--- config.mk ---
export PLATFORM = sky130hd
export DESIGN_NAME = sp_xmit_ctrl_flat
export DESIGN_NICKNAME = d
export VERILOG_FILES = /design/src/rtl/sp_pkg.sv /design/src/rtl/sp_xmit_ctrl_if.sv /design/src/rtl/sp_out_reg.sv /design/src/rtl/sp_xmit_ctrl.sv /design/src/flat_wrapper.sv
export SDC_FILE = /design/constraint.sdc
export NUM_CORES = 1
export LEC_CHECK = 0
export CORE_AREA = 2 2 98 100
export DETAILED_ROUTE_END_ITERATION = 10
export DIE_AREA = 0 0 100 102
export SYNTH_ARGS = -nofsm -noshare
export SYNTH_HDL_FRONTEND = slang
export SYNTH_HIERARCHICAL = 1
export SYNTH_SLANG_ARGS = --single-unit
--- constraint.sdc ---
create_clock -name clk -period 5.39 [get_ports clk]
set_input_delay 1.078 -clock clk [delete_from_list [all_inputs] [get_ports clk]]
set_output_delay 1.078 -clock clk [all_outputs]
set_load 0.03 [all_outputs]
--- src/rtl/sp_pkg.sv ---
// Shared types and constants for the sample-packet transmit controller.
package sp_pkg;

   localparam int unsigned DATA_W             = 16;
   localparam int unsigned SEQ_W              = 32;
   localparam int unsigned WCNT_W             = 10;
   localparam int unsigned HDR_WORDS          = 2;
   localparam int unsigned DEF_WORDS_PER_PKT  = 512;
   localparam int unsigned DEF_PKTS_PER_BLOCK = 8;

   typedef enum logic [2:0] {
      ST_IDLE,
      ST_REQ,
      ST_HDR0,
      ST_HDR1,
      ST_DATA,
      ST_GAP
   } sp_state_e;

   // One word on the transmit bus with its packet-framing sidebands.
   typedef struct packed {
      logic [DATA_W-1:0] data;
      logic              sop;
      logic              eop;
   } sp_word_t;

endpackage

--- src/rtl/sp_xmit_ctrl_if.sv ---
// Transmit-slot arbitration and valid/ready word stream towards the Ethernet side.
interface sp_xmit_ctrl_if;

   logic                      tx_req;
   logic                      tx_grant;
   logic [sp_pkg::DATA_W-1:0] tx_data;
   logic                      tx_valid;
   logic                      tx_ready;
   logic                      tx_sop;
   logic                      tx_eop;

   modport master (
      output tx_req, tx_data, tx_valid, tx_sop, tx_eop,
      input  tx_grant, tx_ready
   );

   modport slave (
      input  tx_req, tx_data, tx_valid, tx_sop, tx_eop,
      output tx_grant, tx_ready
   );

endinterface

--- src/rtl/sp_out_reg.sv ---
// Single-entry valid/ready output register carrying a word and its sop/eop flags.
module sp_out_reg
   import sp_pkg::*;
(
   input  logic     clk,
   input  logic     reset,
   input  logic     load,
   input  sp_word_t din,
   input  logic     ready,
   output sp_word_t q,
   output logic     valid,
   output logic     can_load_c
);

   // Register may take a new word when empty or when its current word leaves this cycle.
   assign can_load_c = !valid || ready;

   // Load a new word, or drop valid once the held word has been accepted.
   always_ff @(posedge clk or posedge reset) begin
      if (reset) begin
         q     <= '0;
         valid <= 1'b0;
      end else if (load && can_load_c) begin
         q     <= din;
         valid <= 1'b1;
      end else if (ready) begin
         valid <= 1'b0;
      end
   end

endmodule

--- src/rtl/sp_xmit_ctrl.sv ---
// Drains a completed SP_fifo block as PKTS_PER_BLOCK packets of two header words
// (sequence number) followed by WORDS_PER_PKT sample words.
module sp_xmit_ctrl
   import sp_pkg::*;
#(
   parameter int unsigned WORDS_PER_PKT  = DEF_WORDS_PER_PKT,
   parameter int unsigned PKTS_PER_BLOCK = DEF_PKTS_PER_BLOCK
) (
   input  logic              clk,
   input  logic              reset,
   input  logic              have_sp_data,
   input  logic              sp_fifo_rdempty,
   input  logic [DATA_W-1:0] sp_fifo_rddata,
   output logic              sp_fifo_rdreq,
   sp_xmit_ctrl_if.master    tx,
   output logic [SEQ_W-1:0]  seq_num,
   output logic              busy,
   output logic              sp_underrun
);

   localparam int unsigned PKT_W = $clog2(PKTS_PER_BLOCK + 1);

   sp_state_e         state_q, state_d;
   logic [WCNT_W-1:0] wcnt_q, wcnt_d;
   logic [PKT_W-1:0]  pkt_q, pkt_d;
   logic [SEQ_W-1:0]  seq_d;
   logic              underrun_d;
   logic              tx_req_q;
   logic              load_c;
   logic              can_load_c;
   logic              eop_acc_c;
   sp_word_t          word_c;
   sp_word_t          out_q;
   logic              out_valid;

   assign eop_acc_c   = out_valid && tx.tx_ready && out_q.eop;
   assign tx.tx_req   = tx_req_q;
   assign tx.tx_data  = out_q.data;
   assign tx.tx_sop   = out_q.sop;
   assign tx.tx_eop   = out_q.eop;
   assign tx.tx_valid = out_valid;

   // Next-state, counter updates and the word offered to the output register.
   always_comb begin
      state_d       = state_q;
      wcnt_d        = wcnt_q;
      pkt_d         = pkt_q;
      seq_d         = seq_num;
      underrun_d    = sp_underrun;
      load_c        = 1'b0;
      sp_fifo_rdreq = 1'b0;
      word_c        = '0;
      unique case (state_q)
         ST_IDLE: begin
            if (have_sp_data) begin
               state_d    = ST_REQ;
               pkt_d      = '0;
               underrun_d = 1'b0;
            end
         end
         ST_REQ: begin
            if (tx.tx_grant) state_d = ST_HDR0;
         end
         ST_HDR0: begin
            word_c.data = seq_num[31:16];
            word_c.sop  = 1'b1;
            load_c      = 1'b1;
            if (can_load_c) state_d = ST_HDR1;
         end
         ST_HDR1: begin
            word_c.data = seq_num[15:0];
            load_c      = 1'b1;
            if (can_load_c) begin
               state_d = ST_DATA;
               wcnt_d  = '0;
            end
         end
         ST_DATA: begin
            if (wcnt_q < WCNT_W'(WORDS_PER_PKT)) begin
               word_c.data = sp_fifo_rddata;
               word_c.eop  = (wcnt_q == WCNT_W'(WORDS_PER_PKT - 1));
               if (sp_fifo_rdempty) begin
                  underrun_d = 1'b1;
               end else begin
                  load_c = 1'b1;
                  // Show-ahead pop coincides with the output register load.
                  if (can_load_c) begin
                     sp_fifo_rdreq = 1'b1;
                     wcnt_d        = wcnt_q + WCNT_W'(1);
                  end
               end
            end else if (eop_acc_c) begin
               state_d = ST_GAP;
               pkt_d   = pkt_q + PKT_W'(1);
               seq_d   = seq_num + SEQ_W'(1);
            end
         end
         ST_GAP: begin
            state_d = (pkt_q < PKT_W'(PKTS_PER_BLOCK)) ? ST_REQ : ST_IDLE;
         end
         default: state_d = ST_IDLE;
      endcase
   end

   // State, counters and registered status outputs.
   always_ff @(posedge clk or posedge reset) begin
      if (reset) begin
         state_q     <= ST_IDLE;
         wcnt_q      <= '0;
         pkt_q       <= '0;
         seq_num     <= '0;
         sp_underrun <= 1'b0;
         tx_req_q    <= 1'b0;
         busy        <= 1'b0;
      end else begin
         state_q     <= state_d;
         wcnt_q      <= wcnt_d;
         pkt_q       <= pkt_d;
         seq_num     <= seq_d;
         sp_underrun <= underrun_d;
         tx_req_q    <= (state_d != ST_IDLE) && (state_d != ST_GAP);
         busy        <= (state_d != ST_IDLE);
      end
   end

   sp_out_reg u_out_reg (
      .clk        (clk),
      .reset      (reset),
      .load       (load_c),
      .din        (word_c),
      .ready      (tx.tx_ready),
      .q          (out_q),
      .valid      (out_valid),
      .can_load_c (can_load_c)
   );

endmodule

--- src/flat_wrapper.sv ---
// flat-port wrapper written by rule: the top's interface ports become plain ports
module sp_xmit_ctrl_flat import sp_pkg::*;
#(
   parameter int unsigned WORDS_PER_PKT  = DEF_WORDS_PER_PKT,
   parameter int unsigned PKTS_PER_BLOCK = DEF_PKTS_PER_BLOCK
)
  (clk, reset, have_sp_data, sp_fifo_rdempty, sp_fifo_rddata, sp_fifo_rdreq, seq_num, busy, sp_underrun, tx_tx_req, tx_tx_data, tx_tx_valid, tx_tx_sop, tx_tx_eop, tx_tx_grant, tx_tx_ready);
  sp_xmit_ctrl_if tx_i ();
  input  logic clk;
  input  logic reset;
  input  logic have_sp_data;
  input  logic sp_fifo_rdempty;
  input  logic [DATA_W-1:0] sp_fifo_rddata;
  output logic sp_fifo_rdreq;
  output logic [SEQ_W-1:0] seq_num;
  output logic busy;
  output logic sp_underrun;
  output wire logic [$bits(tx_i.tx_req)-1:0] tx_tx_req;
  output wire logic [$bits(tx_i.tx_data)-1:0] tx_tx_data;
  output wire logic [$bits(tx_i.tx_valid)-1:0] tx_tx_valid;
  output wire logic [$bits(tx_i.tx_sop)-1:0] tx_tx_sop;
  output wire logic [$bits(tx_i.tx_eop)-1:0] tx_tx_eop;
  input wire logic [$bits(tx_i.tx_grant)-1:0] tx_tx_grant;
  input wire logic [$bits(tx_i.tx_ready)-1:0] tx_tx_ready;
  assign tx_tx_req = tx_i.tx_req;
  assign tx_tx_data = tx_i.tx_data;
  assign tx_tx_valid = tx_i.tx_valid;
  assign tx_tx_sop = tx_i.tx_sop;
  assign tx_tx_eop = tx_i.tx_eop;
  assign tx_i.tx_grant = tx_tx_grant;
  assign tx_i.tx_ready = tx_tx_ready;
  sp_xmit_ctrl #(.WORDS_PER_PKT(WORDS_PER_PKT), .PKTS_PER_BLOCK(PKTS_PER_BLOCK)) u_core (.clk(clk), .reset(reset), .have_sp_data(have_sp_data), .sp_fifo_rdempty(sp_fifo_rdempty), .sp_fifo_rddata(sp_fifo_rddata), .sp_fifo_rdreq(sp_fifo_rdreq), .tx(tx_i), .seq_num(seq_num), .busy(busy), .sp_underrun(sp_underrun));
endmodule
==> impl_metrics.env <==
export IMPL_hold_slack_ns=0.507
export IMPL_diodes=0
export IMPL_dr_pass1_iters=6
export IMPL_setup_tns_ns=0
export IMPL_tightest_slew_ns=1.18
export IMPL_crit_top_cell="clkdlybuf4s50_1"
export IMPL_startpoint_type="input port"
export IMPL_holdBufCountCts=0
export IMPL_root_buffer="clkbuf_8"
export IMPL_clkSinkCount=71
export IMPL_die_area_mm2=0.0102
export IMPL_ir_worst_vdd_uv=128
export IMPL_rr_worst_depth=4
export IMPL_critPathMaxFanout=13
export IMPL_cts_tree="yes"
export IMPL_drv_cap=0
export IMPL_grt_max_degree=53
export IMPL_core_mm2=0.00911
export IMPL_ys_async_sr_fraction=1.00
export IMPL_most_common_layout_cells="76 x clkdlybuf4s50_1, 71 x dfrtp_1, 30 x xnor2_1"
export IMPL_nNetsFinal=425
export IMPL_clock_latency_ns=0.34
export IMPL_finalCriticalPeriod_ns=3.77
export IMPL_num_vias=2763
export IMPL_grt_first_pass_wirelength_um=14400
export IMPL_antenna_found_initial=0
export IMPL_cpPeakStageDelay_ns=0.70
export IMPL_num_rows=35
export IMPL_crit_arrival_ns=2.69
export IMPL_fmaxAchievable_mhz=265
export IMPL_p_leak_uw=0.00213
export IMPL_hold_viol=0
export IMPL_finalClockSkew_ns=0.0106
export IMPL_io_buffer_count=76
export IMPL_cp_end_kind="primary output"
export IMPL_yosysUniqueCellTypes=47
export IMPL_ioPinCount=77
export IMPL_syn_area_mm2=0.00358
export IMPL_slew_viol_final=0
export IMPL_clk_pin_slew_ns=0.07
export IMPL_ys_seq_area_frac=0.496
export IMPL_slew_headroom=0.209
export IMPL_rrSetupSlack_ns=2.84
export IMPL_wire_per_inst_um=17.1
export IMPL_r2r_end="u_core/wcnt_q[4]"
export IMPL_via_per_inst=5.35
export IMPL_grt_pass1_vias=2713
export IMPL_syn_inst=325
export IMPL_setup_viol=0
export IMPL_ff_latch_area_mm2=0.00178
export IMPL_fillers=839
export IMPL_r2r_start="u_core/state_q[0]"
export IMPL_cp_required_ns=4.31
export IMPL_drtIter0Drc=152
export IMPL_overflow=0
export IMPL_die_w_um=100
export IMPL_holdCritPathClass="reg2reg"
export IMPL_holdPathEnd="u_core/u_out_reg/q[13]"
export IMPL_cp_cell_sequence="clkdlybuf4s50_1, nand2b_4, and3_1, clkdlybuf4s50_1"
export IMPL_rsz0062_at_grt="no"
export IMPL_die_h_um=102
export IMPL_wirelength_um=8800
export IMPL_drc=0
export IMPL_synth_edff_count=0
export IMPL_dpl_hpwl_um=5890
export IMPL_gp_congestion=0.766
export IMPL_cts_buffer_depth=2
export IMPL_track_usage=0.182
export IMPL_slowest_stage="clkdlybuf4s50_1"
export IMPL_area_growth_pct=30.2
export IMPL_cts_resized=0
export IMPL_min_delay_start="u_core/u_out_reg/q[13]"
export IMPL_outcome="finished, final reports clean"
export IMPL_synth_nets=350
export IMPL_yosysWarnings=6
export IMPL_htree_levels=3
export IMPL_min_path_cells=1
export IMPL_ant_nets=0
export IMPL_layout_commonest_cell="clkdlybuf4s50_1"
export IMPL_worstSetupPathType="in2out"
export IMPL_cts_setup_buffers=0
export IMPL_period_share=0.699
export IMPL_multi_input_area_mm2=0.00165
export IMPL_initial_core_util=0.393
export IMPL_power_density_mw_per_mm2=367
export IMPL_drive_above_1_share=0.123
export IMPL_synth_seq_cells=71
export IMPL_numCtsBuffers=9
export IMPL_synthFlopType="dfrtp_1"
export IMPL_synth_avg_cell_area_um2=11.0
## sequential cells by signal, summed over array words and instances, names as in the netlist
signal                  flops
u_core/seq_num             32
u_core/u_out_reg/q         18
u_core/wcnt_q              10
u_core/pkt_q                4
u_core/state_q              3
u_core/busy                 1
u_core/sp_underrun          1
u_core/tx.tx_req            1
u_core/u_out_reg/valid      1
## Yosys cell counts (all sizes together) (8+ instances only)
cell,number,share of area
inv,23,0.024
a21oi,8,0.011
nand2,23,0.026
clkbuf,9,0.0094
xnor2,30,0.073
mux2,22,0.080
and3,8,0.014
a222oi,16,0.045
nor2,16,0.017
nand3,15,0.021
dfrtp,71,0.50
nand4,19,0.033
## metrics by stage
step / cell area (um2) / power (uW) / std cells / setup WS [ns] / utilization
3_3_place_gp: 4430 / 1230 / 500 / 1.64 / 0.486
5_1_grt: 4660 / 1810 / 516 / 1.58 / 0.512
2_1_floorplan: 3580 / 1040 / 325 / 2.44 / -
3_5_place_dp: 4430 / 1240 / 500 / 1.62 / 0.486
4_1_cts: 4660 / 1730 / 516 / 1.62 / 0.512
6_report: 4660 / 1710 / 516 / 1.62 / 0.512
## how the worst max path moves through the flow
stage                           start  slack [ns]            end
after CTS                 tx_tx_ready        1.62  sp_fifo_rdreq
after detailed placement  tx_tx_ready        1.62  sp_fifo_rdreq
after floorplan           tx_tx_ready        2.44  sp_fifo_rdreq
after global routing      tx_tx_ready        1.58  sp_fifo_rdreq
final                     tx_tx_ready        1.62  sp_fifo_rdreq
after global placement    tx_tx_ready        1.64  sp_fifo_rdreq
## critical path, delay by kind of cell
family / cells / cell delay, ns
buf+inv: 2 / 1.18
simple gates: 2 / 0.43
## power by group
part	internal, uW	leakage (uW)	switching [uW]
Combinational	233	0.00104	325
Clock	285	0.000112	201
Sequential	595	0.000974	72.6
## cells by family (layout without fill, tap and decap cells)
logic type                 count (synthesis)  count (layout)  synth area share
AOI/OAI and AO/OA                         39              39            0.0853
xor gates and xnor gates                  34              34            0.0832
adders and majority gates                  3               3            0.0105
buffers and inverters                     37             117            0.0444
DFF                                       71              71             0.496
muxes                                     25              25            0.0880
and+or+nand+nor                          116             116             0.193
## routing by layer
layer / vias to the layer above / GRT usage / routed length, um
met1: 1356 / 0.271 / 4320
met3: 9 / 0.0308 / 290
met2: 65 / 0.264 / 4090
li1: 1333 / - / -
met5: - / 0 / 0
met4: 0 / 0.0706 / 101
## final cells by class
class | instances | area share
flip-flops and latches | 71 | 0.381
multi-input cells | 217 | 0.354
repair buffers | 78 | 0.166
clock buffers | 11 | 0.0325
well taps | 111 | 0.0298
inverters | 23 | 0.0185
clock inverters | 5 | 0.0172
Note: power is estimated with default switching activity, not from simulation.
